===== src/rtl/pw_conv_pre_process.sv =====
// Two-stage pre-processing pipe ahead of the 1x1 conv array: merges two
// adjacent 9-channel INT8 pixels channel-wise into one (max / rounded avg / saturating sum).
module pw_conv_pre_process #(
  parameter int unsigned MODE = 0,
  parameter int unsigned CH   = 9,
  parameter int unsigned DW   = 8
) (
  input  logic                   clk,
  input  logic                   rstn,
  input  logic [2*CH*DW-1:0]     data_in,
  output logic [CH*DW-1:0]       data_out
);

  localparam int unsigned PW = CH * DW;

  logic [2*PW-1:0] s1_q;
  logic [PW-1:0]   data_q;
  logic [PW-1:0]   data_d;

  // Per-channel combine; MODE values outside 0..2 fall back to signed max.
  function automatic logic [DW-1:0] combine(input logic signed [DW-1:0] a,
                                            input logic signed [DW-1:0] b);
    logic signed [DW:0] s;
    logic [DW-1:0]      r;
    s = {a[DW-1], a} + {b[DW-1], b};
    case (MODE)
      1: r = DW'($signed(s + (DW+1)'(1)) >>> 1);
      2: begin
        if (!s[DW] && s[DW-1])      r = {1'b0, {(DW-1){1'b1}}};
        else if (s[DW] && !s[DW-1]) r = {1'b1, {(DW-1){1'b0}}};
        else                        r = s[DW-1:0];
      end
      default: r = (a > b) ? a : b;
    endcase
    return r;
  endfunction

  always_comb begin
    data_d = '0;
    for (int c = 0; c < int'(CH); c++) begin
      data_d[c*DW +: DW] = combine(s1_q[c*DW +: DW], s1_q[PW + c*DW +: DW]);
    end
  end

  always_ff @(posedge clk) begin
    if (!rstn) begin
      s1_q   <= '0;
      data_q <= '0;
    end else begin
      s1_q   <= data_in;
      data_q <= data_d;
    end
  end

  assign data_out = data_q;

endmodule


===== config.mk =====
export PLATFORM = sky130hd
export DESIGN_NAME = pw_conv_pre_process
export DESIGN_NICKNAME = d
export VERILOG_FILES = /design/src/rtl/pw_conv_pre_process.sv
export SDC_FILE = /design/constraint.sdc
export NUM_CORES = 1
export LEC_CHECK = 0
export ABC_AREA = 1
export CAP_MARGIN = 15
export CELL_PAD_IN_SITES_DETAIL_PLACEMENT = 0
export CELL_PAD_IN_SITES_GLOBAL_PLACEMENT = 1
export CORE_ASPECT_RATIO = 1.2
export CORE_MARGIN = 4
export CORE_UTILIZATION = 39
export CTS_BUF_LIST = sky130_fd_sc_hd__clkbuf_4 sky130_fd_sc_hd__clkbuf_8 sky130_fd_sc_hd__clkbuf_16
export DETAILED_ROUTE_END_ITERATION = 12
export HOLD_SLACK_MARGIN = 0.08
export PLACE_DENSITY_LB_ADDON = 0.1
export SKIP_CTS_REPAIR_TIMING = 1
export SKIP_LAST_GASP = 1
export SYNTH_ARGS = -nofsm -noshare
export SYNTH_HDL_FRONTEND = slang
export SYNTH_SLANG_ARGS = --single-unit

===== constraint.sdc =====
create_clock -name clk -period 2.7 [get_ports clk]
set_clock_uncertainty 0.2 [all_clocks]
set_input_delay 0.81 -clock clk [delete_from_list [all_inputs] [get_ports clk]]
set_output_delay 0.81 -clock clk [all_outputs]
set_load 0.05 [all_outputs]

# After elaboration in Yosys (flattened, before gate mapping)
# Cells that the tools add are included.
# W data, S select, Z words.
# word_totals
register_bits	216
inputBits	146
output_inout_bits	72
elab_cells	20
# classes
order_cmp	9
mux	9
# op_table
op	count
$gt A8 B8 Y1	9
$mux W8	9

# Longest topological paths before layout
# depth
depth_word	2
ltp_mapped	14
mapped_depth_nobuf	14

# Worst setup path after synthesis
# Ideal clock, no wire load.
# synth_timing
path_kind	input to register
startpoint	in rstn
endpoint	reg s1_q[0]
setup_time_ps	56
arrival_ps	1565
t_required_ps	2444
path_slack_ps	879
stages	5
n_path_buf	3
path_cell_list	clkbuf_1 -> clkbuf_1 -> buf_2 -> nand2_1 -> inv_1
# synth_rtl
item	line_no	rtl
start, declared	9	input logic rstn,
end signal, assigned	50	s1_q <= data_in;
end, declared	16	logic [2*PW-1:0] s1_q;
# No word-level cell between the ends.

# Final worst setup path
# layout_timing
startpoint	reg data_q[66] (netlist: data_out[66])
endpoint	out data_out[66]
# layout_rtl
item	line_no	rtl
start, declared	17	logic [PW-1:0] data_q;
start signal, assigned	51	data_q <= data_d;
end, declared	11	output logic [CH*DW-1:0] data_out
# No word-level cell between the ends.

==> impl_metrics.py <==
metrics = {
    "clock_network": {
        "cts_sinks": 216,
        "ctsLongestPathBuffers": 3,
        "clock_insertion_delay_worst_skew_ps": 510,
        "cts-htree-levels": 1,
        "clock_tree.root_cell": "sky130_fd_sc_hd__clkbuf_16",
        "tritoncts.num_buffers": 24,
        "tritoncts": "done",
        "clock_pin_slew_on_the_worst_setup_and_hold_paths_ps": 60,
    },
    "drt": {
        "drc": 0,
        "detail_route.wirelength_um": 21000,
        "via_count": 7638,
        "detail_route.first_pass.iterations": 4,
        "post_drt_wl_per_cell_um": 11.4,
        "vias_per_cell": 4.15,
        "drt.antenna.violating_nets": 0,
        "detailedRoute.firstIterationViolations": 201,
    },
    "min_path": {
        "holdPathEnd": "data_out[46]",
        "min_path_type": "register to register",
        "min-delay-start": "s1_q[118]",
        "hold-path-cell-count": 2,
    },
    "yosys": {
        "postSynthCellCount": 1276,
        "synth.yosys.seq_area_share_pct": 45.7,
        "dominantRegCellSynth": "sky130_fd_sc_hd__dfxtp_1",
        "synth_largest_type_area_fraction_pct": 45.7,
        "yosysWarningCount": 0,
        "ys_types": 18,
        "synthTopCellsByArea": "sky130_fd_sc_hd__dfxtp_1, sky130_fd_sc_hd__inv_1, sky130_fd_sc_hd__nand2_1, sky130_fd_sc_hd__ha_1, sky130_fd_sc_hd__nor2_1",
        "asyncSetResetFlopFracSynth_pct": 0,
        "synthMostInstantiatedCell": "sky130_fd_sc_hd__inv_1",
        "synth-edff-count": 0,
        "commonest_cells_post_synth": "sky130_fd_sc_hd__inv_1, sky130_fd_sc_hd__nand2_1, sky130_fd_sc_hd__dfxtp_1",
        "netlist.top_cell.by_area": "sky130_fd_sc_hd__dfxtp_1",
        "post_synth_instance_area_um2": 9460,
        "yosys_register_bits": 216,
        "syn_nets": 1494,
        "syn_avg_cell_area_um2": 7.42,
    },
    "sta": {
        "final.period_utilization_pct": 97.8,
        "timing.final.setup_violations": 0,
        "fmax_mhz": 379,
        "hold_viol_final": 0,
        "tns_ps": 0,
        "post-route-min-period_ps": 2640,
        "rsz0062_at_grt": "no",
        "final-max-slew-violation-count": 0,
        "relSlewSlack_pct": 65.4,
        "tightestPinTransition_ps": 517,
    },
    "power": {
        "switching_share_pct": 29.7,
        "p_leak_uw": 0.00727,
        "combPwrFrac_pct": 23.4,
        "vdd.ir_drop.worst_mv": 0.383,
        "power-per-cell-area_nw_per_um2": 707,
        "power_frac_clock_pct": 37.6,
        "intPower_uw": 6390,
        "total_switching_power_uw": 2700,
        "sequentialPowerShare_pct": 39.0,
    },
    "layout": {
        "fin_cells": 1839,
        "filler_cell_count": 2389,
        "final_layout_size_suffix_gt1_share_pct": 6.65,
        "post-route-util_pct": 53.9,
        "design.final.nets": 1718,
        "syn_to_final_growth_pct": 36.1,
        "design_area_um2": 12900,
    },
    "die": {
        "floorplan.initialDensity_pct": 39.6,
        "die-area_um2": 26800,
        "die_x_um": 150,
        "floorplan.core_area_um2": 23900,
        "ios": 218,
        "die-height_um": 179,
        "row_count": 62,
    },
    "critical_path": {
        "delay_of_the_slowest_critical_path_stage_ps": 800,
        "critical_path_maximum_fanout": 1,
        "ff2ff_setup_slack_ps": 610,
        "timing_worst_setup_path_type": "register to output pin",
        "timing.rr.end": "data_out[18]",
        "critical_path.reg2reg.startpoint": "s1_q[95]",
        "timing.critical_path.cells": "clkdlybuf4s50_1",
        "slowest_stage": "sky130_fd_sc_hd__clkdlybuf4s50_1",
        "timing.critical_path.buf_inv": 1,
        "worst_ep_arrival_time_ps": 1630,
        "worstSetupStartpointType": "register",
        "worst-r2r-cell-count": 10,
        "cpLargestDelayFamily": "buffers and inverters",
        "critPathRequiredTime_ps": 1690,
        "critical_path.endpoint_type": "output pin",
    },
    "grt": {
        "grt_max_degree": 59,
        "globalRoute.totalOverflow": 0,
        "wire_length_of_the_first_global_routing_pass_um": 34500,
        "number_of_antenna_violations_at_the_first_check_in_global_routing": 2,
        "groute.usage.overall_pct": 15.6,
        "first_global_vias": 7446,
    },
    "placed_design": {
        "buffer_ports.inserted": 217,
        "placedInstanceArea_um2": 12000,
        "hpwl_um": 15600,
        "numPlacedInstances": 1794,
        "routabilityCongestion": 0.775,
    },
    "job": {
        "drv_cap": 0,
    },
    "run_status": {
        "outcome": "completed",
    },
}
==> logic make-up after synthesis <==
group                      share of synthesized area [%]
AOI/OAI and AO/OA                                   1.45
and+or+nand+nor                                     28.1
buffers and inverters                               15.2
DFF                                                 45.7
adders and majority gates                           9.52
==> flip-flops by register name (all words and copies together) (netlist names) <==
name	cells
data_out	72
s1_q	144
==> worst max-delay path by stage <==
stage                            start      endpoint  slack (ps)  cells after the start
after floorplan                   rstn       s1_q[0]         880                      5
after global placement    data_out[64]  data_out[64]         530                      1
after detailed placement  data_out[64]  data_out[64]         530                      1
after CTS                 data_out[64]  data_out[64]         -30                      1
after global routing      data_out[43]  data_out[43]           2                      1
final                     data_out[66]  data_out[66]          60                      1
==> metrics by stage <==
stage	hold slack, ps	setup WS (ps)	power, uW
after floorplan	255	879	5030
after global placement	271	528	5760
after detailed placement	267	526	5770
after CTS	283	-33.6	9260
after global routing	308	2.36	9600
final	284	59.9	9100
==> layer usage <==
| metal | global-route usage (%) | wire (um) | vias up |
|---|---|---|---|
| met3 | 4.27 | 1470 | 29 |
| met4 | 4.23 | 318 | 4 |
| met2 | 27.7 | 10200 | 147 |
| met1 | 18.5 | 9020 | 3253 |
| li1 | - | - | 4205 |
| met5 | 0 | 22 | - |
==> placed cells by master, fill, tap and decap left out, drive strengths merged <==
cell type and instances:
clkinv 7, clkdlybuf4s50 208, nand2 342, clkbuf 33, diode 1, nand3 12
inv 354, a21oi 17, buf 6, bufinv 3, ha 72, clkinvlp 1
nor2 151, a21o 7, dlymetal6s2s 8, dfxtp 216, nand4 81
==> layout make-up <==
cell class / instances / area [um2] / share of cell area (%)
clock buffer: 33 / 711 / 5.52
clock inverter: 11 / 140 / 1.09
sequential: 216 / 4320 / 33.6
tap: 320 / 400 / 3.11
timing repair buffer: 222 / 2270 / 17.6
multi-input combinational: 682 / 3700 / 28.8
antenna: 1 / 2.50 / 0.0194
inverter: 354 / 1330 / 10.3
==> power by group through the flow <==
| stage | logic [uW] | clock network, uW | registers (uW) |
|---|---|---|---|
| floorplan | 887 | 0 | 4140 |
| global placement | 2140 | 0 | 3610 |
| detailed placement | 2150 | 0 | 3620 |
| CTS | 2160 | 3550 | 3550 |
| global route | 2360 | 3660 | 3580 |
| finish | 2130 | 3420 | 3550 |
Note: power is estimated with default switching activity, not from simulation.
